`src/rtl/pipe_ctrl_pkg.sv`:
```
// Shared types and instruction constants for the pipeline stall/flush sequencer.
package pipe_ctrl_pkg;

  typedef enum logic [2:0] {
    RUN    = 3'd0,
    DRAIN  = 3'd1,
    HALTED = 3'd2,
    STEP   = 3'd3,
    DRESET = 3'd4
  } ctrl_state_e;

  localparam logic [6:0] OP_LOAD   = 7'b0000011;
  localparam logic [6:0] OP_RTYPE  = 7'b0110011;
  localparam logic [6:0] OP_STORE  = 7'b0100011;
  localparam logic [6:0] OP_BRANCH = 7'b1100011;
  localparam logic [6:0] OP_LUI    = 7'b0110111;
  localparam logic [6:0] OP_AUIPC  = 7'b0010111;
  localparam logic [6:0] OP_JAL    = 7'b1101111;

  localparam logic [31:0] NOP_INSTR = 32'h0000_0013;

endpackage

```
`src/rtl/load_use_detect.sv`:
```
// Flags a decode-stage instruction that reads the destination of the load now in stage 2.
module load_use_detect
  import pipe_ctrl_pkg::*;
#(
  parameter logic [31:0] NOP = NOP_INSTR
) (
  input  logic [31:0] i_instr_id,
  input  logic [31:0] i_instr_ex,
  output logic        o_hazard
);

  logic [4:0] w_rd;
  logic [4:0] w_rs1;
  logic [4:0] w_rs2;
  logic [6:0] w_op_id;
  logic       w_ex_load;
  logic       w_rs1_used;
  logic       w_rs2_used;

  assign w_rd    = i_instr_ex[11:7];
  assign w_rs1   = i_instr_id[19:15];
  assign w_rs2   = i_instr_id[24:20];
  assign w_op_id = i_instr_id[6:0];

  assign w_ex_load = (i_instr_ex != NOP) && (i_instr_ex[6:0] == OP_LOAD) && (w_rd != 5'd0);

  // U-type and JAL carry immediate bits in the rs1 field, so they never read it.
  assign w_rs1_used = (w_op_id != OP_LUI) && (w_op_id != OP_AUIPC) && (w_op_id != OP_JAL);
  assign w_rs2_used = (w_op_id == OP_RTYPE) || (w_op_id == OP_STORE) || (w_op_id == OP_BRANCH);

  assign o_hazard = w_ex_load && (i_instr_id != NOP) &&
                    ((w_rs1_used && (w_rs1 == w_rd)) || (w_rs2_used && (w_rs2 == w_rd)));

endmodule

```
`src/rtl/pipeline_ctrl.sv`:
```
// Stall/flush sequencer for the 3-stage core: load-use bubbles, branch squash,
// and debugger halt/step/resume/reset sequencing.
//
//   state  | meaning
//   RUN    | normal execution, hazard and branch handling active
//   DRAIN  | injecting NOPs before declaring the core halted
//   HALTED | core quiescent, debugger owns the state
//   STEP   | one cycle of free-running to release a single instruction
//   DRESET | debugger-requested reset of all stage registers
module pipeline_ctrl
  import pipe_ctrl_pkg::*;
#(
  parameter int unsigned DRAIN_CYCLES = 2,
  parameter int unsigned RESET_CYCLES = 2,
  parameter logic [31:0] NOP          = NOP_INSTR
) (
  input  logic        clk,
  input  logic        reset_n,
  input  logic [31:0] instr_id,
  input  logic [31:0] instr_ex,
  input  logic        br_taken,
  input  logic        dbg_halt_req,
  input  logic        dbg_resume_req,
  input  logic        dbg_step_req,
  input  logic        dbg_reset_req,
  output logic        stall_if,
  output logic        stall_ex,
  output logic        flush_id,
  output logic        flush_ex,
  output logic        reset_stages,
  output logic        halted,
  output logic        step_done
);

  localparam logic [3:0] DRAIN_LAST = 4'(DRAIN_CYCLES - 1);
  localparam logic [3:0] RESET_LAST = 4'(RESET_CYCLES - 1);

  ctrl_state_e r_state;
  ctrl_state_e w_state_nxt;
  logic [3:0]  r_cnt;
  logic [3:0]  w_cnt_nxt;
  logic [3:0]  w_cnt_inc;
  logic        r_step_flag;
  logic        w_step_flag_nxt;
  logic        r_step_pulse;
  logic        w_step_pulse_nxt;
  logic        w_hazard;

  load_use_detect #(
    .NOP (NOP)
  ) u_load_use_detect (
    .i_instr_id (instr_id),
    .i_instr_ex (instr_ex),
    .o_hazard   (w_hazard)
  );

  assign w_cnt_inc = (r_cnt == 4'hF) ? r_cnt : r_cnt + 4'd1;

  always_ff @(posedge clk) begin
    if (!reset_n) begin
      r_state      <= RUN;
      r_cnt        <= 4'd0;
      r_step_flag  <= 1'b0;
      r_step_pulse <= 1'b0;
    end else begin
      r_state      <= w_state_nxt;
      r_cnt        <= w_cnt_nxt;
      r_step_flag  <= w_step_flag_nxt;
      r_step_pulse <= w_step_pulse_nxt;
    end
  end

  always_comb begin
    w_state_nxt      = r_state;
    w_cnt_nxt        = r_cnt;
    w_step_flag_nxt  = r_step_flag;
    w_step_pulse_nxt = 1'b0;
    if (dbg_reset_req) begin
      w_state_nxt     = DRESET;
      w_cnt_nxt       = 4'd0;
      w_step_flag_nxt = 1'b0;
    end else begin
      case (r_state)
        RUN: begin
          if (dbg_halt_req) begin
            w_state_nxt = DRAIN;
            w_cnt_nxt   = 4'd0;
          end
        end
        DRAIN: begin
          if (r_cnt == DRAIN_LAST) begin
            w_state_nxt      = HALTED;
            w_step_pulse_nxt = r_step_flag;
            w_step_flag_nxt  = 1'b0;
          end else begin
            w_cnt_nxt = w_cnt_inc;
          end
        end
        HALTED: begin
          if (dbg_resume_req) begin
            w_state_nxt = RUN;
          end else if (dbg_step_req) begin
            w_state_nxt = STEP;
          end
        end
        STEP: begin
          w_state_nxt     = DRAIN;
          w_cnt_nxt       = 4'd0;
          w_step_flag_nxt = 1'b1;
        end
        DRESET: begin
          if (r_cnt == RESET_LAST) begin
            w_state_nxt = dbg_halt_req ? HALTED : RUN;
          end else begin
            w_cnt_nxt = w_cnt_inc;
          end
        end
        default: begin
          w_state_nxt = RUN;
          w_cnt_nxt   = 4'd0;
        end
      endcase
    end
  end

  always_comb begin
    stall_if     = 1'b0;
    stall_ex     = 1'b0;
    flush_id     = 1'b0;
    flush_ex     = 1'b0;
    reset_stages = 1'b0;
    halted       = 1'b0;
    step_done    = 1'b0;
    if (!reset_n) begin
      reset_stages = 1'b1;
    end else begin
      case (r_state)
        RUN, STEP: begin
          // A taken branch squashes the dependent instruction, so no bubble is needed.
          if (br_taken) begin
            flush_id = 1'b1;
            flush_ex = 1'b1;
          end else if (w_hazard) begin
            stall_if = 1'b1;
            flush_ex = 1'b1;
          end
        end
        DRAIN: begin
          stall_if = 1'b1;
          flush_ex = 1'b1;
          flush_id = br_taken;
        end
        HALTED: begin
          stall_if  = 1'b1;
          stall_ex  = 1'b1;
          halted    = 1'b1;
          step_done = r_step_pulse;
        end
        DRESET: begin
          reset_stages = 1'b1;
          stall_if     = 1'b1;
        end
        default: begin
          reset_stages = 1'b1;
        end
      endcase
    end
  end

endmodule

```
`config.mk`:
```
export PLATFORM = sky130hd
export DESIGN_NAME = pipeline_ctrl
export DESIGN_NICKNAME = d
export VERILOG_FILES = /design/src/rtl/pipe_ctrl_pkg.sv /design/src/rtl/load_use_detect.sv /design/src/rtl/pipeline_ctrl.sv
export SDC_FILE = /design/constraint.sdc
export NUM_CORES = 1
export LEC_CHECK = 0
export ABC_AREA = 1
export CORE_MARGIN = 1.5
export CORE_UTILIZATION = 35
export DETAILED_ROUTE_END_ITERATION = 7
export GPL_TIMING_DRIVEN = 0
export PLACE_DENSITY_LB_ADDON = 0.3
export SKIP_CTS_REPAIR_TIMING = 1
export SLEW_MARGIN = 15
export SYNTH_ARGS = -nofsm -noshare
export SYNTH_HDL_FRONTEND = slang
export SYNTH_HIERARCHICAL = 1
export SYNTH_SLANG_ARGS = --single-unit
export TNS_END_PERCENT = 5
```
`constraint.sdc`:
```
create_clock -name clk -period 1.6 [get_ports clk]
set_clock_uncertainty 0.15 [all_clocks]
set_input_delay 0.32 -clock clk [delete_from_list [all_inputs] [get_ports clk]]
set_output_delay 0.32 -clock clk [all_outputs]
set_load 0.005 [all_outputs]
```
# Word-level counts from Yosys, hierarchy flattened
# Cells that the tools add are included.
[word_totals] regBits=9
[op_classes] addsub=1 n_reduce_logical=24 mux=30 n_eq_ne=27 bitwise=4
[ops] cell="32-bit by 5-bit inequality test with 1-bit output (second input constant)" n=2
[ops] cell="3-bit two-way mux" n=6
[ops] cell="3-bit one-hot mux with 5 select lines" n=1
[ops] cell="7-bit by 6-bit equality test with 1-bit output (second input constant)" n=2
[ops] cell="1-bit two-way mux" n=14
[ops] cell="4-bit two-way mux" n=3
[ops] cell="3-bit inequality test (second input constant)" n=4
[ops] cell="4-bit one-hot mux with 3 select lines" n=1
[ops] cell="4-bit AND reduction" n=3
[ops] cell="5-bit equality test" n=2
[ops] cell="2-bit inequality test (second input constant)" n=5
[ops] cell="1-bit logical AND" n=8
[ops] cell="1-bit one-hot mux with 2 select lines" n=4
[ops] cell="4-bit OR reduction" n=2
[ops] cell="7-bit by 2-bit equality test with 1-bit output (second input constant)" n=1
[ops] cell="7-bit equality test (second input constant)" n=1
[ops] cell="7-bit by 5-bit inequality test with 1-bit output (second input constant)" n=1
[ops] cell="7-bit by 6-bit inequality test with 1-bit output (second input constant)" n=1
[ops] cell="7-bit inequality test (second input constant)" n=1
[ops] cell="3-bit by 2-bit equality test with 1-bit output (second input constant)" n=2
[ops] cell="2-bit OR reduction" n=3
[ops] cell="5-bit nonzero test" n=1
[ops] cell="4-bit by 1-bit adder with 4-bit output (second input constant)" n=1
[ops] cell="4-bit by 1-bit equality test with 1-bit output (second input constant)" n=1
[ops] cell="other kinds (11)" n=16

# Depth between registers and ports, before layout
# Gate-level depths: netlist (run 1).
[depth] depth_word=10 depth_mapped=10

# By module
# Netlist (run 1), hierarchy kept.
[by_module_without_submodules] mod="pipeline_ctrl" cells_per_inst=99 n_inst=1 seq_area_each_um2=180.2 area_per_inst_um2=638.1
[by_module_without_submodules] mod="load_use_detect" cells_per_inst=101 n_inst=1 seq_area_each_um2=0.0 area_per_inst_um2=437.9

# Worst setup path after synthesis (run 1)
# No wires, ideal clock.
[synth_timing] path_kind="input port to output port" from="in instr_id[2]" to="out stall_if" stages=9 t_required_ns=1.130 setup_slack_ns=0.028 arrival_ns=1.102 cell_sequence="inv_1 nand2_1 nor2_2 nand2_1 nor2_2 nand3_1 a21oi_1 nand3_1 a21oi_1"
[synth_between] elab_chain_cells=10 elab_cells_between_ends=20 cone_classes="eq/ne: 7; mux: 4; reduce/logical: 9"
[synth_lines] element="start, declared" line="pipeline_ctrl.sv:19" source="input logic [31:0] instr_id,"
[synth_lines] element="7-bit by 6-bit inequality test with 1-bit output (tied with other cells)" line="load_use_detect.sv:28" source="assign w_rs1_used = (w_op_id != OP_LUI) && (w_op_id != OP_AUIPC) && (w_op_id != OP_JAL);"
[synth_lines] element="1-bit logical AND / 1-bit logical OR (equally long branches) (2 in a row)" line="load_use_detect.sv:28, load_use_detect.sv:29"
[synth_lines] element="1-bit logical AND" line="load_use_detect.sv:32" source="((w_rs1_used && (w_rs1 == w_rd)) || (w_rs2_used && (w_rs2 == w_rd)));"
[synth_lines] element="1-bit logical OR" line="load_use_detect.sv:32"
[synth_lines] element="1-bit logical AND (*)" line="load_use_detect.sv:31" source="assign o_hazard = w_ex_load && (i_instr_id != NOP) &&"
[synth_lines] element="via w_hazard" line="pipeline_ctrl.sv:47" source="logic w_hazard;"
[synth_lines] element="1-bit two-way mux (*)" line="pipeline_ctrl.sv:143" source="end else if (w_hazard) begin"
[synth_lines] element="1-bit two-way mux (*)" line="pipeline_ctrl.sv:140" source="if (br_taken) begin"
[synth_lines] element="1-bit one-hot mux with 2 select lines (*)" line="pipeline_ctrl.sv:137" source="case (r_state)"
[synth_lines] element="1-bit two-way mux (*)" line="pipeline_ctrl.sv:134" source="if (!reset_n) begin"
[synth_lines] element="end, declared" line="pipeline_ctrl.sv:26" source="output logic stall_if,"
# The timed path passes the listed nets; every way through them passes the cells marked *.

# Worst setup path after layout (run 1)
[layout_timing] from="in instr_ex[8]" to="out stall_if"
[layout_between] elab_chain_cells=9 elab_cells_between_ends=15 cone_classes="eq/ne: 3; mux: 4; reduce/logical: 8"
[layout_lines] element="start, declared" line="pipeline_ctrl.sv:20" source="input logic [31:0] instr_ex,"
[layout_lines] element="32-bit by 5-bit inequality test with 1-bit output" line="load_use_detect.sv:25" source="assign w_ex_load = (i_instr_ex != NOP) && (i_instr_ex[6:0] == OP_LOAD) && (w_rd != 5'd0);"
[layout_lines] element="1-bit logical AND (2 in a row)" line="load_use_detect.sv:25"
[layout_lines] element="1-bit logical AND" line="load_use_detect.sv:31"
[layout_lines] element="1-bit logical AND (*)" line="load_use_detect.sv:31"
[layout_lines] element="via w_hazard" line="pipeline_ctrl.sv:47"
[layout_lines] element="1-bit two-way mux (*)" line="pipeline_ctrl.sv:143"
[layout_lines] element="1-bit two-way mux (*)" line="pipeline_ctrl.sv:140"
[layout_lines] element="1-bit one-hot mux with 2 select lines (*)" line="pipeline_ctrl.sv:137"
[layout_lines] element="1-bit two-way mux (*)" line="pipeline_ctrl.sv:134"
# Marks and branches as above.

==> key figures, run 1 <==
Status
  – Result of the run: complete, but fails checks
  – Violated checks: setup timing

Final layout
  – Proportion of layout cells with a drive suffix above 1: just under 30%
  – Design area: about 0.0019 mm^2
  – Area growth syn-to-layout: 74.8%
  – Fin cells: 298
  – Nets: 341
  – Final core utilization: between 60% and 70%
  – Number of diodes added for antenna fixing: 0

Die
  – CORE AREA: about 0.0028 mm^2
  – Die outline area: 0.00342 mm^2
  – X dimension of the die: between 50 and 60 um
  – Overall die height: 58.4 um
  – I/O pin count: 78
  – Rows: 19
  – Effective utilization at floorplan: a little under two fifths

Critical path
  – Number of cells traversed by the worst register-to-register path: 8
  – CP arrival: 1.48 ns
  – CP startpoint kind: input port
  – Critical path endpoint category: primary output
  – Required time of the critical path: ~1.1 ns
  – FF-to-FF End: r_cnt[0]$_SDFFE_PP0P_
  – Critical register-to-register path startpoint: r_cnt[1]$_SDFFE_PP0P_
  – Setup slack, reg-to-reg: ~0.10 ns
  – Worst Setup Path Type: in -> out
  – CP Max Fanout: 2

Place
  – Buffers on Ports: between 50 and 60
  – Detailed-placement wirelength estimate: about 2500 um
  – Setup slack after placement: -1.17 ns
  – Cell area after placement: 0.00169 mm^2
  – Number of cells in the design after placement: roughly 290
  – Weighted congestion reported at the end of routability-driven placement: between 0.8 and 0.9

Min path
  – Sink of the worst hold path: r_state[2]$_SDFFE_PN0P_
  – Worst Hold Path Cells: 3
  – Worst Min Path Start: reset_n
  – Classification of the worst-slack hold path: in -> reg

Timing
  – Setup total negative slack: -0.687 ns
  – Achievable clock frequency: slightly above 500 MHz
  – Worst slew slack as a fraction of its limit: between 60 and 70%
  – Final setup fails: 3
  – Time the worst path needs with I/O delays and setup: between 1.5 and 2 ns
  – Final number of hold-violating endpoints: 0
  – Worst-margin pin slew: between 0.4 and 0.5 ns
  – Share of the clock period used by the worst path after layout: 122%
  – Worst-case setup margin in the final layout: -0.354 ns
  – Total count of max-transition violations in the final report: 0
  – Setup repair after global routing missed its margin: yes

Drt
  – Number of detailed-route iterations in the first pass: 4
  – Total length of routed wires: 3230 um
  – Remaining number of nets flagged by the antenna check after routing: 0
  – First-iteration detailed-routing DRC count: 42
  – Vias per std cell: between 4 and 5
  – Vias: roughly 1400
  – Routed length per placed instance: approximately 11 um
  – Post-route DRC: 0

Clock tree
  – TritonCTS clock tree: built
  – Worst-Skew Late Latency: around 0.26 ns
  – Number of buffers added by the clock tree synthesis step: 3
  – Reg clk slew, reported paths: about 0.060 ns
  – Sink count of the clock tree: 9
  – Number of H-tree levels: 1
  – Master cell of the clock root buffer: clkbuf_4
  – Maximum root-to-sink buffer count: 2

Power
  – Worst supply voltage drop on vdd: approximately 0.00042 V
  – Clock power share: ~22%
  – Register share of total power: 31.6%
  – Internal power component: slightly above 0.0005 W
  – Ratio of total power to cell area: 424 mW/mm^2
  – Leak: around 1.2 nW
  – Sw Pwr: approximately 0.00028 W
  – Net switching fraction of the power: 35.5%
  – Combinational group share of total power: between 40% and 50%

Synthesis
  – Multiplexer share of the synthesized area: 0%
  – Proportion of synthesized chip area in sequential cells: between 10% and 20%
  – Most used flip-flop cell after synthesis: dfxtp_1
  – Async SR Flop Fraction: 0%
  – Area of the mapped netlist: around 0.0011 mm^2
  – Number of flops mapped to enable cells by yosys: 0
  – Count of warnings emitted by yosys: 6
  – Share of synthesized cell area in full adder, half adder and majority cells: ~2.3%
  – Synth Area in Compound Gates: ~10%
  – Share of the synthesized netlist area taken by xor and xnor gates: 5.70%
  – Mean area per synthesized cell: 5.38 um^2
  – Simple-gate portion of the synthesized area: between 40 and 50%
  – Count of mapped cells out of synthesis: 200
  – Syn Nets: between 200 and 300
  – Count of unique library cells instantiated by Yosys: 24
  – Main combinational cell family by area after synthesis: simple AND/OR/NAND/NOR gates
  – #FFs+latches synth: 9

GRT
  – Pin count of the biggest net entering global routing: 11
  – Grt total ovfl: 0
  – Via count of the first global-routing pass: between 1000 and 1500
  – Antenna violations before repair: 0
  – Global-route wire length before repair: 4910 um
  – Global-route usage over all layers: between 10% and 20%

Flow run
  – Maxcap violations: 0
## cell usage in the layout, fill, tap and decap left out, drive strengths merged
cell,netlist,routed
nor2,38,38
nand4,2,2
a21oi,13,13
a31oi,1,1
clkbuf,0,17
dfxtp,9,9
xnor2,2,2
nand2,57,57
o211ai,1,1
ha,2,2
inv,43,43
clkdlybuf4s50,0,4
nor3,4,4
and2,1,1
nand3,16,16
and3,1,1
xor2,5,5
buf,1,13
o21ai,4,4
dlymetal6s2s,0,34
## routing by layer
metal / track usage (%) / wire length (um) / share of wire (%) / up-vias
met5: 0 / 0 / 0 / -
met4: 6.31 / 78 / 2.4 / 0
met3: 3.96 / 250 / 7.7 / 11
met2: 33.1 / 1510 / 47 / 54
met1: 20.1 / 1390 / 43 / 605
li1: - / - / - / 747
## worst max-delay path by stage
stage	start	endpoint
final	instr_ex[8]	stall_if
after global routing	instr_id[15]	stall_if
after CTS	instr_ex[7]	stall_if
after detailed placement	instr_ex[7]	stall_if
after global placement	instr_ex[7]	stall_if
after floorplan	instr_id[2]	stall_if
## metrics by stage
| step | hold slack, ns | power [W] |
|---|---|---|
| finish | 0.265 | 0.000797 |
| detailed placement | 0.296 | 0.000605 |
| global placement | 0.297 | 0.000600 |
| global route | 0.320 | 0.000853 |
| CTS | 0.304 | 0.000784 |
| floorplan | 0.269 | 0.000421 |
## state kept, by name, indices dropped and copies added, names as in the netlist
register      cells
r_step_pulse      1
r_cnt             4
r_state           3
r_step_flag       1
## layout make-up
class | count | area, um^2
multi-input combinational | 147 | 816
tap | 31 | 38.8
timing repair buffer | 63 | 637
fill | 264 | 948
inverter | 43 | 166
sequential | 9 | 189
clock buffer | 4 | 26.3
buffer | 1 | 7.51
## cell usage after synthesis (all sizes together), types with 2 or more instances
| library cell | number | share of area (%) |
|---|---|---|
| a21oi | 13 | 6.7 |
| nor2 | 38 | 14 |
| xnor2 | 2 | 1.6 |
| ha | 2 | 2.3 |
| nand2 | 57 | 23 |
| nand4 | 2 | 1.2 |
| nand3 | 16 | 7.9 |
| o21ai | 4 | 2.2 |
| dfxtp | 9 | 17 |
| xor2 | 5 | 4.1 |
| inv | 43 | 15 |
| nor3 | 4 | 1.9 |
## cells by family after synthesis
family | Yosys count
flip-flops | 9
XOR/XNOR | 7
buffers and inverters | 44
AND/OR/NAND/NOR | 119
adder cells (fa/ha/maj) | 2
AO/OA/AOI/OAI | 19
## worst max-delay path: stages
cell and delay (ns):
clkbuf_2 0.11, xnor2_2 0.12, nand2_1 0.07, nor2_2 0.13, nand3_2 0.10, a21oi_2 0.17, buf_4 0.13, nand3_2 0.07
a21oi_2 0.13, buf_2 0.13
## power by group through the flow
| stage | registers, W | logic, W | clock network (W) |
|---|---|---|---|
| final | 0.000252 | 0.000368 | 0.000177 |
| after global routing | 0.000253 | 0.000406 | 0.000194 |
| after CTS | 0.000247 | 0.000358 | 0.000179 |
| after detailed placement | 0.000252 | 0.000353 | 0 |
| after global placement | 0.000252 | 0.000348 | 0 |
| after floorplan | 0.000250 | 0.000171 | 0 |
No activity file was read; power rests on OpenSTA's default activity.
==> run 2: changes to the inputs <==
--- a/config.mk
+++ b/config.mk
@@ -7,7 +7,7 @@
 export LEC_CHECK = 0
 export ABC_AREA = 1
 export CORE_MARGIN = 1.5
-export CORE_UTILIZATION = 35
+export CORE_UTILIZATION = 37
 export DETAILED_ROUTE_END_ITERATION = 7
 export GPL_TIMING_DRIVEN = 0
 export PLACE_DENSITY_LB_ADDON = 0.3
@@ -17,4 +17,3 @@
 export SYNTH_HDL_FRONTEND = slang
 export SYNTH_HIERARCHICAL = 1
 export SYNTH_SLANG_ARGS = --single-unit
-export TNS_END_PERCENT = 5
==> constraint.sdc (replaced) <==
create_clock -name clk -period 2.3 [get_ports clk]
set_clock_uncertainty 0.15 [all_clocks]
set_input_delay 0.46 -clock clk [delete_from_list [all_inputs] [get_ports clk]]
set_output_delay 0.46 -clock clk [all_outputs]
set_load 0.005 [all_outputs]
==> run 2 against run 1 <==
  * Largest cell class unchanged
  * Sequential power fell by 31%
  * Non-clock buffer count fell by 5
  * Critical path type unchanged
  * Global-route usage is 0.49 points lower
  * The run now ends clean
  * Clock power shrank 31%
  * Hold slack improved by 0.031 ns
  * Register-to-register slack better by 0.67 ns
  * Combinational power fell by 35%
  * Wire length is 2.5% lower
  * Via count is 1.3% lower
  * Worst setup slack better by 0.40 ns
==> key figures, run 2 (synthesized netlist as in run 1, its figures left out) <==
Status
  – Result of the run: complete, no violations

GRT
  – Pin count of the biggest net entering global routing: 11
  – Antenna violations before repair: 0
  – Grt total ovfl: 0
  – Global-route wire length before repair: around 4700 um
  – Global-route usage over all layers: 17.5%
  – Via count of the first global-routing pass: 1196

Drt
  – Number of detailed-route iterations in the first pass: 4
  – Vias per std cell: 4.77
  – Met3 routed wirelength: 183 um
  – Remaining number of nets flagged by the antenna check after routing: 0
  – Vias: between 1000 and 1500
  – Highest routed layer: met4
  – Post-route DRC: 0
  – Total length of routed wires: between 3000 and 4000 um
  – Wl on met1: 1240 um
  – Met2 Wirelength: ~1600 um
  – Routed length per placed instance: around 11 um
  – First-iteration detailed-routing DRC count: 24

Min path
  – Classification of the worst-slack hold path: reg -> reg

Timing
  – Final number of hold-violating endpoints: 0
  – Time the worst path needs with I/O delays and setup: roughly 2.3 ns
  – Worst-margin pin slew: 0.412 ns
  – Achievable clock frequency: 443 MHz
  – Final setup fails: 0
  – Setup total negative slack: 0 ns
  – Total count of max-transition violations in the final report: 0
  – Share of the clock period used by the worst path after layout: between 90% and 100%
  – Worst slew slack as a fraction of its limit: 72.4%

Critical path
  – Gate family responsible for the most delay along the worst path: simple AND/OR/NAND/NOR gates
  – Critical register-to-register path startpoint: r_cnt[1]$_SDFFE_PP0P_
  – CP startpoint kind: input port
  – Stage delay of the slowest cell on the critical path: ~0.19 ns
  – Slowest-stage cell, CP: a21oi_4
  – CP startpoint: instr_ex[10]
  – CP endpoint: stall_if
  – CP Max Fanout: 3
  – Crit path buffers/inverters: 2
  – Critical Path Stages: 8
  – Setup slack, reg-to-reg: 0.77 ns
  – FF-to-FF End: r_cnt[0]$_SDFFE_PP0P_
  – Series of cell instances along the critical path: dlymetal6s2s_1, xor2_1, nor2_1, nand3_2, a21oi_4, nand3_1, a21oi_1, buf_2
  – Required time of the critical path: 1.69 ns
  – Worst Setup Path Type: in -> out
  – Number of cells traversed by the worst register-to-register path: 8
  – CP arrival: roughly 1.7 ns
  – Critical path endpoint category: primary output

Die
  – I/O pin count: between 70 and 80
  – Overall die height: ~57 um
  – CORE AREA: ~0.0028 mm^2
  – Rows: 19
  – Effective utilization at floorplan: between 30% and 40%
  – Die outline area: roughly 0.0032 mm^2
  – X dimension of the die: ~57 um

Power
  – Leak: approximately 1.2 nW
  – Net switching fraction of the power: a little over a third
  – Internal power component: between 0.0003 and 0.0004 W
  – Combinational group share of total power: ~45%
  – Sw Pwr: around 0.00019 W
  – Clock power share: a little under a quarter
  – Register share of total power: roughly 33%
  – Ratio of total power to cell area: 288 mW/mm^2
  – Worst supply voltage drop on vdd: around 0.00032 V

Final layout
  – Number of diodes added for antenna fixing: 0
  – Filler cell count: ~240
  – Fin cells: 293
  – Largest registers ranked by flip-flop count: r_cnt x4, r_state x3
  – Flip-flop count of the largest register after layout: 4
  – Design area: around 0.0019 mm^2
  – Nets: roughly 340
  – Register bank with the most flops: r_cnt
  – Commonest cells after routing, fill and taps aside: nand2_1 (48), dlymetal6s2s_1 (42), inv_1 (38), nor2_1 (30), nand3_1 (13)
  – Area growth syn-to-layout: 72.9%
  – Most frequent standard cell in the layout excluding fill and tap cells: nand2_1
  – Proportion of layout cells with a drive suffix above 1: approximately 18%

Clock tree
  – Master cell of the clock root buffer: clkbuf_4
  – TritonCTS clock tree: built
  – Number of H-tree levels: 1
  – Maximum root-to-sink buffer count: 2
  – Worst-Skew Late Latency: approximately 0.27 ns
  – Number of buffers added by the clock tree synthesis step: 3
  – Reg clk slew, reported paths: ~0.070 ns
  – Sink count of the clock tree: 9

Place
  – Detailed-placement wirelength estimate: 2370 um
  – Cell area after placement: roughly 0.0017 mm^2
  – Weighted congestion reported at the end of routability-driven placement: roughly 0.8
  – Buffers on Ports: 57
  – Number of cells in the design after placement: 288

Flow run
  – Maxcap violations: 0
run 2: cell types whose count changed in the layout (fill, tap and decap cells not counted), moves of 3 or more:
cell             before  now
dlymetal6s2s_1       34   42
clkdlybuf4s50_1       4   10
buf_6                 3    0
inv_1                32   38
inv_2                 9    4
buf_4                 8    2
clkbuf_2             13    3
run 2: per-layer routing:
layer | vias up | GRT usage [%]
met1 | 618 | 19.9
met3 | 9 | 1.38
met5 | - | 0
met4 | 0 | 4.98
met2 | 37 | 34.0
li1 | 734 | -
run 2: power by group through the flow:
stage                     Clock [W]  Sequential [W]  Combinational (W)
final                      0.000123        0.000175           0.000238
after global routing       0.000128        0.000175           0.000265
after CTS                  0.000125        0.000172           0.000245
after detailed placement          0        0.000176           0.000244
after floorplan                   0        0.000174           0.000119
after global placement            0        0.000175           0.000241
run 2: worst reg2reg max path: cells and delay by family (launching register included):
family,cells,cell delay (ns)
DFF,1,0.41
adders and majority gates,1,0.18
buffers and inverters,1,0.06
and+or+nand+nor,5,0.46
AOI/OAI and AO/OA,1,0.15
run 2: worst min path at each step:
stage	startpoint	endpoint	slack (ns)	cells after the start
2_1_floorplan	r_step_flag$_SDFFE_PP0P_	r_step_pulse$_SDFF_PP0_	0.27	2
5_1_grt	r_step_flag$_SDFFE_PP0P_	r_step_pulse$_SDFF_PP0_	0.30	2
3_5_place_dp	r_step_flag$_SDFFE_PP0P_	r_step_pulse$_SDFF_PP0_	0.28	2
3_3_place_gp	r_step_flag$_SDFFE_PP0P_	r_step_pulse$_SDFF_PP0_	0.28	2
4_1_cts	r_step_flag$_SDFFE_PP0P_	r_step_pulse$_SDFF_PP0_	0.29	2
6_report	r_step_flag$_SDFFE_PP0P_	r_step_pulse$_SDFF_PP0_	0.30	2
run 2: through the flow:
step	util (%)	setup slack, ns	total power, W	hold WS [ns]
after global placement	61.1	-0.696	0.000416	0.276
after CTS	62.1	-0.723	0.000543	0.292
after detailed placement	61.1	-0.719	0.000420	0.283
final	67.5	0.0425	0.000536	0.296
after floorplan	-	0.448	0.000293	0.269
after global routing	67.5	-0.0404	0.000568	0.297
run 2: area by class of cell:
cell class,count,area [um^2],share of cell area (%)
Clock inverter,1,5.00,0.269
Tap cell,31,38.8,2.08
Timing Repair Buffer,58,658,35.4
Multi-Input combinational cell,147,782,42.0
Inverter,43,164,8.81
Buffer,1,7.51,0.403
Sequential cell,9,183,9.82
Clock buffer,3,22.5,1.21
